**src/rtl/cxu_mac.sv**
```systemverilog
// cxu_mac: custom-function MAC unit with N_STATES 32-bit accumulator contexts.
// Build option CXU_MAC_FAST_MUL_EN swaps the 32-cycle shift-add for a one-cycle multiplier.
module cxu_mac #(
  parameter int N_STATES = 4
) (
  input  logic        clk,
  input  logic        rst,
  input  logic        cxu_valid,
  input  logic [31:0] cxu_data0_i,
  input  logic [31:0] cxu_data1_i,
  input  logic [1:0]  cx_state_id_i,
  input  logic [2:0]  cx_func_i,
  output logic        cxu_ready,
  output logic [31:0] cxu_response,
  output logic [3:0]  cxu_status
);

  typedef enum logic [1:0] {IDLE, BUSY, DONE} state_t;

  localparam logic [2:0] F_MUL   = 3'd0;
  localparam logic [2:0] F_MAC   = 3'd1;
  localparam logic [2:0] F_WRITE = 3'd3;
  localparam logic [2:0] F_CLEAR = 3'd4;

  state_t      state;
  logic [31:0] a_r;
  logic [31:0] b_r;
  logic [2:0]  func_r;
  logic [1:0]  sid_r;
  logic [31:0] acc [4];
  logic [63:0] product;
  logic [31:0] acc_sel;
  logic [32:0] mac_sum;
  logic        illegal;
  logic        hi_nz;

`ifdef CXU_MAC_FAST_MUL_EN
  assign product = {32'b0, a_r} * {32'b0, b_r};
`else
  logic [63:0] prod_r;
  logic [63:0] mcand_r;
  logic [4:0]  cnt_r;
  logic        in_illegal;
  logic        start_mul;

  assign in_illegal = (cx_func_i > F_CLEAR) || (int'(cx_state_id_i) >= N_STATES);
  assign start_mul  = !in_illegal && (cx_func_i <= F_MAC);
  assign product    = prod_r;
`endif

  assign illegal = (func_r > F_CLEAR) || (int'(sid_r) >= N_STATES);
  assign acc_sel = acc[sid_r];
  assign mac_sum = {1'b0, acc_sel} + {1'b0, product[31:0]};
  assign hi_nz   = |product[63:32];

  always_ff @(posedge clk or posedge rst) begin
    if (rst) begin
      state  <= IDLE;
      a_r    <= '0;
      b_r    <= '0;
      func_r <= '0;
      sid_r  <= '0;
      for (int i = 0; i < 4; i++) acc[i] <= '0;
`ifndef CXU_MAC_FAST_MUL_EN
      prod_r  <= '0;
      mcand_r <= '0;
      cnt_r   <= '0;
`endif
    end else begin
      case (state)
        IDLE: begin
          if (cxu_valid) begin
            a_r    <= cxu_data0_i;
            b_r    <= cxu_data1_i;
            func_r <= cx_func_i;
            sid_r  <= cx_state_id_i;
`ifdef CXU_MAC_FAST_MUL_EN
            state  <= DONE;
`else
            prod_r  <= '0;
            mcand_r <= {32'b0, cxu_data0_i};
            cnt_r   <= 5'd31;
            state   <= start_mul ? BUSY : DONE;
`endif
          end
        end
`ifndef CXU_MAC_FAST_MUL_EN
        // b_r doubles as the multiplier shift register; a_r keeps data0 for WRITE
        BUSY: begin
          if (!cxu_valid) begin
            state <= IDLE;
          end else begin
            if (b_r[0]) prod_r <= prod_r + mcand_r;
            mcand_r <= mcand_r << 1;
            b_r     <= b_r >> 1;
            if (cnt_r == 5'd0) state <= DONE;
            else cnt_r <= cnt_r - 5'd1;
          end
        end
`endif
        DONE: begin
          if (!illegal) begin
            case (func_r)
              F_MAC:   acc[sid_r] <= mac_sum[31:0];
              F_WRITE: acc[sid_r] <= a_r;
              F_CLEAR: acc[sid_r] <= '0;
              default: ;
            endcase
          end
          state <= IDLE;
        end
        default: state <= IDLE;
      endcase
    end
  end

  always_comb begin
    cxu_ready    = 1'b0;
    cxu_response = '0;
    cxu_status   = '0;
    if (state == DONE) begin
      cxu_ready = 1'b1;
      if (illegal) begin
        cxu_status[0] = 1'b1;
      end else begin
        case (func_r)
          F_MUL: begin
            cxu_response  = product[31:0];
            cxu_status[2] = hi_nz;
          end
          F_MAC: begin
            cxu_response  = mac_sum[31:0];
            cxu_status[1] = mac_sum[32];
            cxu_status[2] = hi_nz;
          end
          default: cxu_response = acc_sel;
        endcase
      end
    end
  end

endmodule

```
**config.mk**
```make
export PLATFORM = sky130hd
export DESIGN_NAME = cxu_mac
export DESIGN_NICKNAME = d
export VERILOG_FILES = /design/src/rtl/cxu_mac.sv
export SDC_FILE = /design/constraint.sdc
export NUM_CORES = 1
export LEC_CHECK = 0
export BUFFER_PORTS_ARGS = -buffer_cell sky130_fd_sc_hd__buf_2
export CORE_MARGIN = 1
export CORE_UTILIZATION = 58
export CTS_BUF_LIST = sky130_fd_sc_hd__clkbuf_2 sky130_fd_sc_hd__clkbuf_4 sky130_fd_sc_hd__clkbuf_8
export DETAILED_ROUTE_END_ITERATION = 7
export PLACE_DENSITY_LB_ADDON = 0.08
export SYNTH_ARGS = -nofsm -noshare
export SYNTH_HDL_FRONTEND = slang
export SYNTH_SLANG_ARGS = --single-unit
```
**constraint.sdc**
```tcl
create_clock -name clk -period 11.18 [get_ports clk]
set_clock_uncertainty 0.15 [all_clocks]
set_input_delay 1.118 -clock clk [delete_from_list [all_inputs] [get_ports clk]]
set_output_delay 1.118 -clock clk [all_outputs]
set_load 0.01 [all_outputs]
```
==> flow_metrics.py, run 1 <==
metrics = {
    "run_status": {
        "status": "complete, no violations",
    },
    "yosys": {
        "ys_seq_area_frac": 0.4226,
        "synth-main-ff-cell": "dfrtp_1",
        "syn_inst": 2102,
        "synth_edf_count": 0,
        "yosysWarnings": 0,
        "synth_xor_xnor_area_share": 0.04009,
        "synth_compound_area_frac": 0.1973,
        "synthArstFlopShare": 1.000,
        "yosys.area_share.adder": 0.06377,
        "synth-seq-cells": 332,
        "synthSimpleGateAreaFrac": 0.1360,
        "netlist_area_um2": 19660,
        "muxShareOfSynthArea": 0.1109,
        "syn_nets": 2273,
        "avgSynthCellArea_um2": 9.353,
        "yosys.cell_types.count": 80,
        "synth_top_family_by_area": "compound AO/OA/AOI/OAI gates",
    },
    "timing": {
        "hold_violations": 0,
        "fin_crit_sh": 0.5965,
        "setup_violations": 0,
        "fmax_mhz": 150.0,
        "slew_viol_final": 0,
        "rsz0062_at_grt": "no",
        "fin_ws_ns": 4.512,
        "worst_pin_slew_ns": 1.100,
        "setup_tns_ns": 0,
        "relSlewSlack": 0.2663,
        "period_minus_slack_ns": 6.669,
    },
    "critical_path": {
        "reg2reg_slack_ns": 6.46,
        "arrival_ns": 5.40,
        "cp_data_required_time_ns": 9.91,
        "setup.worst_path.start_class": "flip-flop",
        "crit_fanout": 36,
        "critPathKind": "flip-flop to output pin",
        "cp_cell_sequence": "buf_4 -> mux4_2 -> ha_1 -> a21oi_1 -> o21ai_1 -> a2111oi_4 -> nor4bb_2 -> o311ai_2 -> o22ai_2 -> a41oi_1 -> mux2i_1 -> nor2_1 -> nor3_1 -> buf_2",
        "cpMaxStageDelayCell": "mux4_2",
        "cpPeakStageDelay_ns": 0.61,
        "cp-end-kind": "output pin",
    },
    "power_and_ir_drop": {
        "seqPwrFrac": 0.397,
        "p_sw_mw": 1.474,
        "p_clk_frac": 0.297,
        "switching_share": 0.3461,
        "leakage_nw": 10.09,
        "combPwrFrac": 0.306,
        "ir_drop_mv": 0.1366,
        "p_int_mw": 2.785,
        "powerDensity_nw_per_um2": 194.5,
    },
    "cts": {
        "cts-resized-gates": 0,
        "cts_setup_buffers": 0,
        "cts-buffers-inserted": 57,
        "cts_tree": "built",
        "max-clock-path-buffers": 3,
        "clockRootBuffer": "clkbuf_8",
        "htree_levels": 2,
        "ctsHoldBuffers": 0,
        "path_clk_slew_ns": 0.06,
        "insertion_delay_ns": 0.66,
        "cts.sinks": 332,
    },
    "worst_hold_path": {
        "hold_path_class": "flip-flop to flip-flop",
    },
    "final_layout": {
        "nNetsFinal": 2344,
        "area_delta_synth_final_pct": 11.35,
        "final_layout_size_suffix_gt1_frac": 0.1586,
    },
    "routing": {
        "vias": 16240,
        "wl_per_cell_um": 19.76,
        "drt-total-wl_um": 52770,
        "drc_errors": 0,
        "via_per_inst": 6.082,
        "final_antenna_net_count": 0,
        "drtIter0Drc": 1147,
        "drt_first_pass_iters": 5,
    },
    "die": {
        "fp-row-count": 67,
        "die_w_um": 186.1,
        "die_area_um2": 34640,
        "die_h_um": 186.1,
        "pin_count": 109,
        "core_area_um2": 33450,
        "start_util": 0.5878,
    },
    "run": {
        "maxCapViolCount": 0,
    },
    "global_routing": {
        "grt_pass1_vias": 15390,
        "antenna_found_initial": 4,
        "grt_pass1_wl_um": 84080,
        "gr-total-overflow": 0,
        "grt_usage": 0.3130,
        "grt_max_degree": 140,
    },
    "placed_design": {
        "routabilityCongestion": 0.9072,
        "place_ws_ns": 5.175,
        "portBuffers": 107,
        "place.detailed.hpwl_um": 36310,
    },
}
[cells by family (layout without fill, tap and decap cells)]
logic type,count (synthesis),count (layout)
AO/OA/AOI/OAI,639,639
XOR/XNOR,90,90
adder cells (fa/ha/maj),99,99
buffers and inverters,150,267
flip-flops,332,332
multiplexers,172,172
other,1,4
AND/OR/NAND/NOR,619,619
[routing by layer]
metal,global-route usage,share of wire,vias to the layer above
met1,0.4668,0.48,7875
li1,-,-,7728
met5,0,0.00047,-
met4,0.1033,0.029,4
met2,0.4531,0.43,544
met3,0.06359,0.069,87
[final cells by class]
class,count,area [µm²]
Inverter,33,131.4
Timing Repair Buffer,129,700.7
Clock buffer,96,1202
Multi-Input combinational cell,1620,10850
Antenna cell,3,7.507
Clock inverter,9,123.9
Fill cell,2768,11560
Tap cell,448,560.5
Sequential cell,332,8315
[synth_stat cells (4+ instances only)]
cell,n,share of area
nand3_1,46,0.012
buf_1,16,0.0031
and4_1,4,0.0018
mux2_2,47,0.027
inv_1,33,0.0063
xor2_1,33,0.015
nand2b_1,5,0.0016
clkbuf_1,95,0.018
or2_2,4,0.0013
a31o_2,4,0.0018
a311oi_1,4,0.0018
xnor2_1,57,0.025
and3_1,11,0.0035
buf_2,5,0.0013
nor3_1,18,0.0046
nor2b_1,10,0.0032
mux2i_1,93,0.047
o21bai_1,19,0.0073
ha_1,97,0.062
nand4_1,13,0.0041
a211oi_1,36,0.014
or3_1,7,0.0022
and2_1,5,0.0016
nand2_1,302,0.058
o21ai_1,30,0.0076
o31ai_1,7,0.0027
a21oi_1,184,0.047
o21ai_0,205,0.052
o21a_1,8,0.0031
nor2_1,166,0.032
dfrtp_1,332,0.42
a21o_1,38,0.015
a31oi_1,11,0.0035
nor4_1,12,0.0038
o211ai_1,9,0.0034
a22o_1,15,0.0067
a22oi_1,28,0.011
mux4_2,32,0.037
a41oi_1,4,0.0018
[metrics by stage]
stage / power, mW / instance area [µm²] / util / std cells / hold slack (ns)
finish: 4.259 / 21890 / 0.6545 / 2670 / 0.3270
floorplan: 2.646 / 19660 / - / 2102 / 0.2948
detailed placement: 2.990 / 20560 / 0.6146 / 2562 / 0.3160
CTS: 4.270 / 21880 / 0.6543 / 2667 / 0.3292
global placement: 2.951 / 20560 / 0.6146 / 2562 / 0.3086
global route: 4.514 / 21880 / 0.6543 / 2667 / 0.3536
[power by group through the flow]
| stage | registers (mW) | logic [mW] | clock network [mW] |
|---|---|---|---|
| floorplan | 1.62 | 1.02 | 0 |
| global placement | 1.70 | 1.25 | 0 |
| detailed placement | 1.71 | 1.28 | 0 |
| CTS | 1.69 | 1.29 | 1.29 |
| global route | 1.72 | 1.45 | 1.34 |
| finish | 1.69 | 1.30 | 1.26 |
[final timing paths]
| path | from | endpoint | cells past startpoint |
|---|---|---|---|
| setup / recovery | sid_r[0] | cxu_response[28] | 14 |
| hold / removal | flip-flop | flip-flop | 2 |
| setup reg to reg | sid_r[0] | flip-flop | 13 |
| hold reg to reg | flip-flop | flip-flop | 2 |
| max in group asynchronous | rst | mcand_r[48] | 4 |
| min in group asynchronous | rst | async pin | 2 |
[critical path, delay by kind of cell (launching register included)]
family          cells  cell delay (ns)
compound gates      6             1.60
mux                 2             0.90
buf+inv             2             0.81
simple gates        3             0.62
flops               1             0.41
fa+ha+maj           1             0.37
[layout by cell type, fill, tap and decap left out, drive strengths merged, types with 4 or more instances in the layout]
cell type    n
nor3        18
or2          6
dfrtp      332
o21bai      19
mux2        47
ha          97
and3        11
buf        129
a21oi      185
a211oi      37
a31oi       12
a41oi        5
clkbuf      96
o31ai        7
o211ai       9
nand4       13
o21a         8
and4         5
or3          7
nor2b       10
and2         6
xnor2       57
mux4        32
a31o         4
mux2i       93
a22o        15
a22oi       30
inv         34
nor4        12
nand3       46
nor2       166
xor2        33
nand2      302
a21o        38
clkinv       5
a311oi       4
o21ai      235
nand2b       5
No activity file was read; power rests on OpenSTA's default activity.
==> inputs of run 2 (changes only) <==
ABC_AREA = 1   (was not set)
CORE_UTILIZATION = 59   (was 58)
clock period = 5.9 ns   (was 11.18 ns; I/O delays follow)
==> run 2 against run 1 <==
  * Wire length is 62% higher
  * Synthesized area rose by 23%
  * Critical path depth up 1
  * First-iteration DRC count is 130% higher
  * Setup slack worse by 3.9 ns
  * Cell count is 63% higher
  * Sequential share of layout area down 6.8 points
  * Cell area increased by 22%
  * Worst hold slack got worse by 0.30 ns
  * Core utilization grew 0.81 points
  * Critical endpoint is now cxu_response[31]
  * Largest power group is now combinational cells
==> flow_metrics.py, run 2 <==
metrics = {
    "placed_design": {
        "place.detailed.hpwl_um": 62390,
        "dp_cells": 4235,
        "postPlaceCellArea_um2": 25080,
        "portBuffers": 107,
        "routabilityCongestion": 1.010,
    },
    "cts": {
        "ctsHoldBuffers": 9,
        "clockRootBuffer": "clkbuf_8",
        "htree_levels": 2,
        "cts_tree": "built",
        "cts-resized-gates": 0,
        "cts-buffers-inserted": 58,
        "path_clk_slew_ns": 0.07,
        "max-clock-path-buffers": 3,
        "cts_setup_buffers": 0,
        "insertion_delay_ns": 0.70,
        "cts.sinks": 332,
    },
    "routing": {
        "via_per_inst": 5.914,
        "final_antenna_net_count": 0,
        "drtIter0Drc": 2657,
        "drt_first_pass_iters": 6,
        "drc_errors": 0,
        "drt-total-wl_um": 85610,
        "vias": 25750,
        "wl_per_cell_um": 19.66,
    },
    "die": {
        "core_area_um2": 40190,
        "fp-row-count": 73,
        "die_area_um2": 41950,
        "start_util": 0.6039,
        "pin_count": 109,
        "die_h_um": 204.8,
        "die_w_um": 204.8,
    },
    "yosys": {
        "ys_seq_area_frac": 0.3423,
        "synthArstFlopShare": 1.000,
        "synth_xor_xnor_area_share": 0.004692,
        "synthTopCellsByCount": "nand2_1, inv_1, nor2_1",
        "synth-main-ff-cell": "dfrtp_1",
        "synthSimpleGateAreaFrac": 0.3108,
        "yosysWarnings": 0,
        "synth_compound_area_frac": 0.1717,
        "synth_top_family_by_area": "simple AND/OR/NAND/NOR gates",
        "synth_top_area_cell": "dfrtp_1",
        "syn_inst": 3708,
        "synth_top_area_share": 0.3423,
        "muxShareOfSynthArea": 0,
        "yosys.area_share.adder": 0.05166,
        "netlist_area_um2": 24270,
        "synthTopCellsByArea": "dfrtp_1, nand2_1, inv_1",
        "synth.most_common_cell": "nand2_1",
        "synth_edf_count": 0,
        "avgSynthCellArea_um2": 6.545,
        "synth-seq-cells": 332,
        "syn_nets": 3879,
        "yosys.cell_types.count": 50,
    },
    "global_routing": {
        "grt_max_degree": 147,
        "grt_pass1_wl_um": 132400,
        "gr-total-overflow": 0,
        "grt_usage": 0.4065,
        "antenna_found_initial": 0,
        "grt_pass1_vias": 24880,
    },
    "timing": {
        "setup_tns_ns": 0,
        "worst_pin_slew_ns": 1.271,
        "slew_viol_final": 0,
        "hold_violations": 0,
        "period_minus_slack_ns": 5.314,
        "relSlewSlack": 0.1520,
        "rsz0062_at_grt": "no",
        "fin_crit_sh": 0.9007,
        "fmax_mhz": 188.2,
        "setup_violations": 0,
        "hold_slack_ns": 0.02213,
    },
    "final_layout": {
        "antenna_cells": 0,
        "final_cell_area_um2": 26630,
        "area_delta_synth_final_pct": 9.734,
        "final_layout_size_suffix_gt1_frac": 0.08018,
        "nNetsFinal": 3950,
        "layout_commonest_cell": "nand2_1",
        "stdcell_count": 4354,
        "mostFrequentLayoutCells": "nand2_1, inv_1, nor2_1, dfrtp_1, a21oi_1",
    },
    "critical_path": {
        "reg2reg_from": "sid_r[1]",
        "arrival_ns": 4.57,
        "cp_data_required_time_ns": 5.16,
        "crit_fanout": 38,
        "cp-startpoint": "sid_r[1]",
        "setup.worst_path.start_class": "flip-flop",
        "cp-end-kind": "output pin",
        "critPathKind": "flip-flop to output pin",
    },
    "worst_hold_path": {
        "worstHoldStart": "cx_func_i[1]",
        "hold_path_class": "input port to flip-flop",
    },
    "power_and_ir_drop": {
        "ir_drop_mv": 0.2257,
        "powerDensity_nw_per_um2": 354.3,
        "leakage_nw": 14.22,
        "total_power_mw": 9.435,
    },
    "run_status": {
        "status": "complete, no violations",
    },
    "run": {
        "maxCapViolCount": 0,
    },
}
## run 2: cell count changes after synthesis, sizes merged, moves of 47 or more
cell,delta
a21oi,+106
mux2,-47
inv,+561
a221oi,+62
xnor2,-53
o21ai,-80
nor2,+253
mux2i,-93
nand3,+165
nand2,+812
## run 2: metrics by stage
step,setup slack [ns],util
final,0.5860,0.6626
after global routing,0.3292,0.6626
after CTS,0.6311,0.6626
after detailed placement,1.388,0.6240
after global placement,1.383,0.6240
after floorplan,0.7254,-
## run 2: final timing paths
check | endpoint | slack, ns | cells after the start
setup reg to reg | flip-flop | 2.01 | 13
min in group asynchronous | async pin | 0.31 | 3
hold / removal | func_r[1] | 0.02 | 3
hold reg to reg | flip-flop | 0.33 | 2
max in group asynchronous | async pin | 3.75 | 5
setup / recovery | cxu_response[31] | 0.59 | 15
## run 2: worst max-delay path: stages (launching register included)
cell	delay, ns
dfrtp_1	0.49
nor2_4	0.53
buf_4	0.47
a22oi_1	0.15
o221ai_1	0.17
ha_1	0.39
a21oi_1	0.34
nand2_1	0.10
nand2_1	0.07
nand2_1	0.07
a21oi_1	0.31
nand2_1	0.09
nand2_1	0.15
nand3_1	0.14
a21oi_1	0.23
buf_2	0.17
## run 2: layout make-up
type | instances | area, µm²
inverters | 597 | 2246
repair buffers | 141 | 838.3
flip-flops and latches | 332 | 8308
fillers | 3550 | 13560
clock inverters | 23 | 320.3
clock buffers | 87 | 1141
well taps | 525 | 656.9
multi-input cells | 2649 | 13120
## run 2: logic make-up after synthesis
logic type      count (synthesis)
buf+inv                       727
other cells                     1
xor+xnor                       13
flops                         332
compound gates                690
fa+ha+maj                      99
simple gates                 1846
## run 2: where the power goes
part	internal [mW]	switching, mW	leakage [nW]
Clock	1.55	1.09	0.758
Sequential	2.82	0.399	4.10
Combinational	1.09	2.48	9.35
## run 2: routing by layer
layer | wire (µm) | up-vias | part of all wire | GRT usage
li1 | - | 12100 | - | -
met1 | 32420 | 12030 | 0.38 | 0.4855
met2 | 40640 | 1285 | 0.47 | 0.6871
met3 | 7088 | 342 | 0.083 | 0.06141
met4 | 5462 | 0 | 0.064 | 0.2511
met5 | 0 | - | 0 | 0
==> inputs of run 3 (changes only) <==
CORE_ASPECT_RATIO = 1.4   (was not set)
MAX_ROUTING_LAYER = met4   (was not set)
==> run 3 against run 2 <==
  * Power fell by 0.74%
  * Clock power fell by 3%
  * Largest cell class unchanged
  * Cell count barely moved
  * Critical endpoint unchanged
  * Clock-buffer cell count fell by 8
==> flow_metrics.py, run 3 (synthesis results as in run 2) <==
metrics = {
    "run_status": {
        "status": "complete, no violations",
    },
    "global_routing": {
        "gr-total-overflow": 0,
        "grt_pass1_vias": 25530,
        "grt_usage": 0.4245,
        "antenna_found_initial": 0,
        "grt_pass1_wl_um": 134900,
        "grt_max_degree": 154,
    },
    "placed_design": {
        "portBuffers": 107,
        "postPlaceCellArea_um2": 25080,
        "routabilityCongestion": 1.090,
        "place.detailed.hpwl_um": 63290,
    },
    "cts": {
        "htree_levels": 2,
        "path_clk_slew_ns": 0.07,
        "cts-buffers-inserted": 54,
        "cts.sinks": 332,
        "clockRootBuffer": "clkbuf_8",
        "insertion_delay_ns": 0.68,
        "max-clock-path-buffers": 3,
        "cts_setup_buffers": 0,
        "cts_tree": "built",
    },
    "timing": {
        "rsz0062_at_grt": "no",
        "relSlewSlack": 0.2040,
        "fin_crit_sh": 0.8971,
        "hold_violations": 0,
        "fmax_mhz": 188.9,
        "period_minus_slack_ns": 5.293,
        "worst_pin_slew_ns": 1.193,
        "slew_viol_final": 0,
        "setup_tns_ns": 0,
        "setup_violations": 0,
        "hold_slack_ns": 0.01755,
    },
    "critical_path": {
        "cp_common_cell": "nand2_1",
        "worst-path-buf-inv": 3,
        "cp_cell_sequence": "nor2_4 -> buf_4 -> a22oi_1 -> nand3_1 -> ha_1 -> nand2_1 -> inv_1 -> a21oi_1 -> nand2_1 -> a21oi_1 -> nand2_1 -> nand2_1 -> nand3_1 -> a21oi_1 -> buf_2",
        "arrival_ns": 4.55,
        "setup.worst_path.start_class": "flip-flop",
        "cp-end-kind": "output pin",
        "cpPeakStageDelay_ns": 0.70,
        "crit_cells": 15,
        "cp_data_required_time_ns": 5.16,
        "cpMaxStageDelayCell": "nor2_4",
        "crit_family": "simple AND/OR/NAND/NOR gates",
        "critPathKind": "flip-flop to output pin",
        "reg2reg_depth": 11,
        "crit_fanout": 34,
    },
    "final_layout": {
        "antenna_cells": 0,
        "nNetsFinal": 3945,
        "seq_area_um2": 8308,
        "fill_cells": 3595,
        "area_delta_synth_final_pct": 9.342,
        "final_cell_area_um2": 26540,
        "final_layout_size_suffix_gt1_frac": 0.07803,
        "mostFrequentLayoutCells": "nand2_1, inv_1, nor2_1, dfrtp_1, a21oi_1",
        "multiInputGateArea_um2": 13120,
        "layout_commonest_cell": "nand2_1",
    },
    "die": {
        "start_util": 0.6009,
        "die_area_um2": 41960,
        "die_w_um": 173.4,
        "pin_count": 109,
        "die_h_um": 242.0,
        "fp-row-count": 87,
        "core_area_um2": 40390,
    },
    "routing": {
        "drc_errors": 0,
        "drtIter0Drc": 2833,
        "drt-total-wl_um": 86780,
        "vias": 25840,
        "via_per_inst": 5.936,
        "wl_per_cell_um": 19.94,
        "drt_first_pass_iters": 8,
        "final_antenna_net_count": 0,
    },
    "worst_hold_path": {
        "whs_path_depth": 3,
        "hold_path_class": "input port to flip-flop",
    },
    "power_and_ir_drop": {
        "powerDensity_nw_per_um2": 352.9,
        "ir_drop_mv": 0.2645,
        "leakage_nw": 14.16,
    },
    "run": {
        "maxCapViolCount": 0,
    },
}
-- run 3: cell count changes in the layout (fill, tap and decap cells not counted), sizes merged --
cell,before,now
inv,592,594
bufinv,7,9
dlygate4sd3,9,8
clkinv,17,12
clkbuf,87,79
-- run 3: power breakdown --
part	switching [mW]	internal, mW
clock network	1.05	1.51
logic	2.49	1.09
registers	0.403	2.82
total	3.94	5.42
-- run 3: path summary, 6_finish.rpt --
kind / from / end / slack (ns)
min in group asynchronous: rst / async pin / 0.36
max: sid_r[1] / cxu_response[31] / 0.61
min: cx_state_id_i[0] / sid_r[0] / 0.02
max reg2reg: sid_r[1] / flip-flop / 1.95
min reg2reg: flip-flop / flip-flop / 0.35
max in group asynchronous: rst / async pin / 3.62
-- run 3: through the flow --
stage          power (mW)  utilization  std cells  setup WS (ns)
2_1_floorplan       5.669            -       3708         0.7254
6_report            9.365       0.6571       4353         0.6074
3_5_place_dp        6.671       0.6209       4244          1.390
4_1_cts             9.237       0.6571       4353         0.6934
5_1_grt             9.839       0.6571       4353         0.3578
3_3_place_gp        6.528       0.6209       4244          1.477
-- run 3: per-layer routing --
metal | GRT usage | up-vias | part of all wire
met5 | - | - | 0
met4 | 0.3061 | 0 | 0.081
met3 | 0.05728 | 433 | 0.075
met2 | 0.7240 | 1336 | 0.50
met1 | 0.4510 | 11980 | 0.35
li1 | - | 12090 | -
-- run 3: final cells by class --
class / instances / share of cell area
Multi-Input combinational cell: 2649 / 0.4944
Clock inverter: 22 / 0.01358
Inverter: 597 / 0.08459
Sequential cell: 332 / 0.3131
Timing Repair Buffer: 140 / 0.03074
Tap cell: 534 / 0.02518
Clock buffer: 79 / 0.03838
-- run 3: timing repair --
action | CTS | global route
resized for setup | 0 | 0
hold buffers | 8 | 0
endpoints found under the hold margin | 29 | 0
-- run 3: worst reg2reg max path, stage by stage, from the launching register on --
cell and delay (ns):
dfrtp_1 0.49, nor2_4 0.71, buf_4 0.44, a22oi_1 0.16, o221ai_1 0.13, ha_1 0.28, nand2_1 0.15, nor4_1 0.64
nand3_1 0.25, nand3_1 0.22, nand3_1 0.13, a21oi_1 0.16
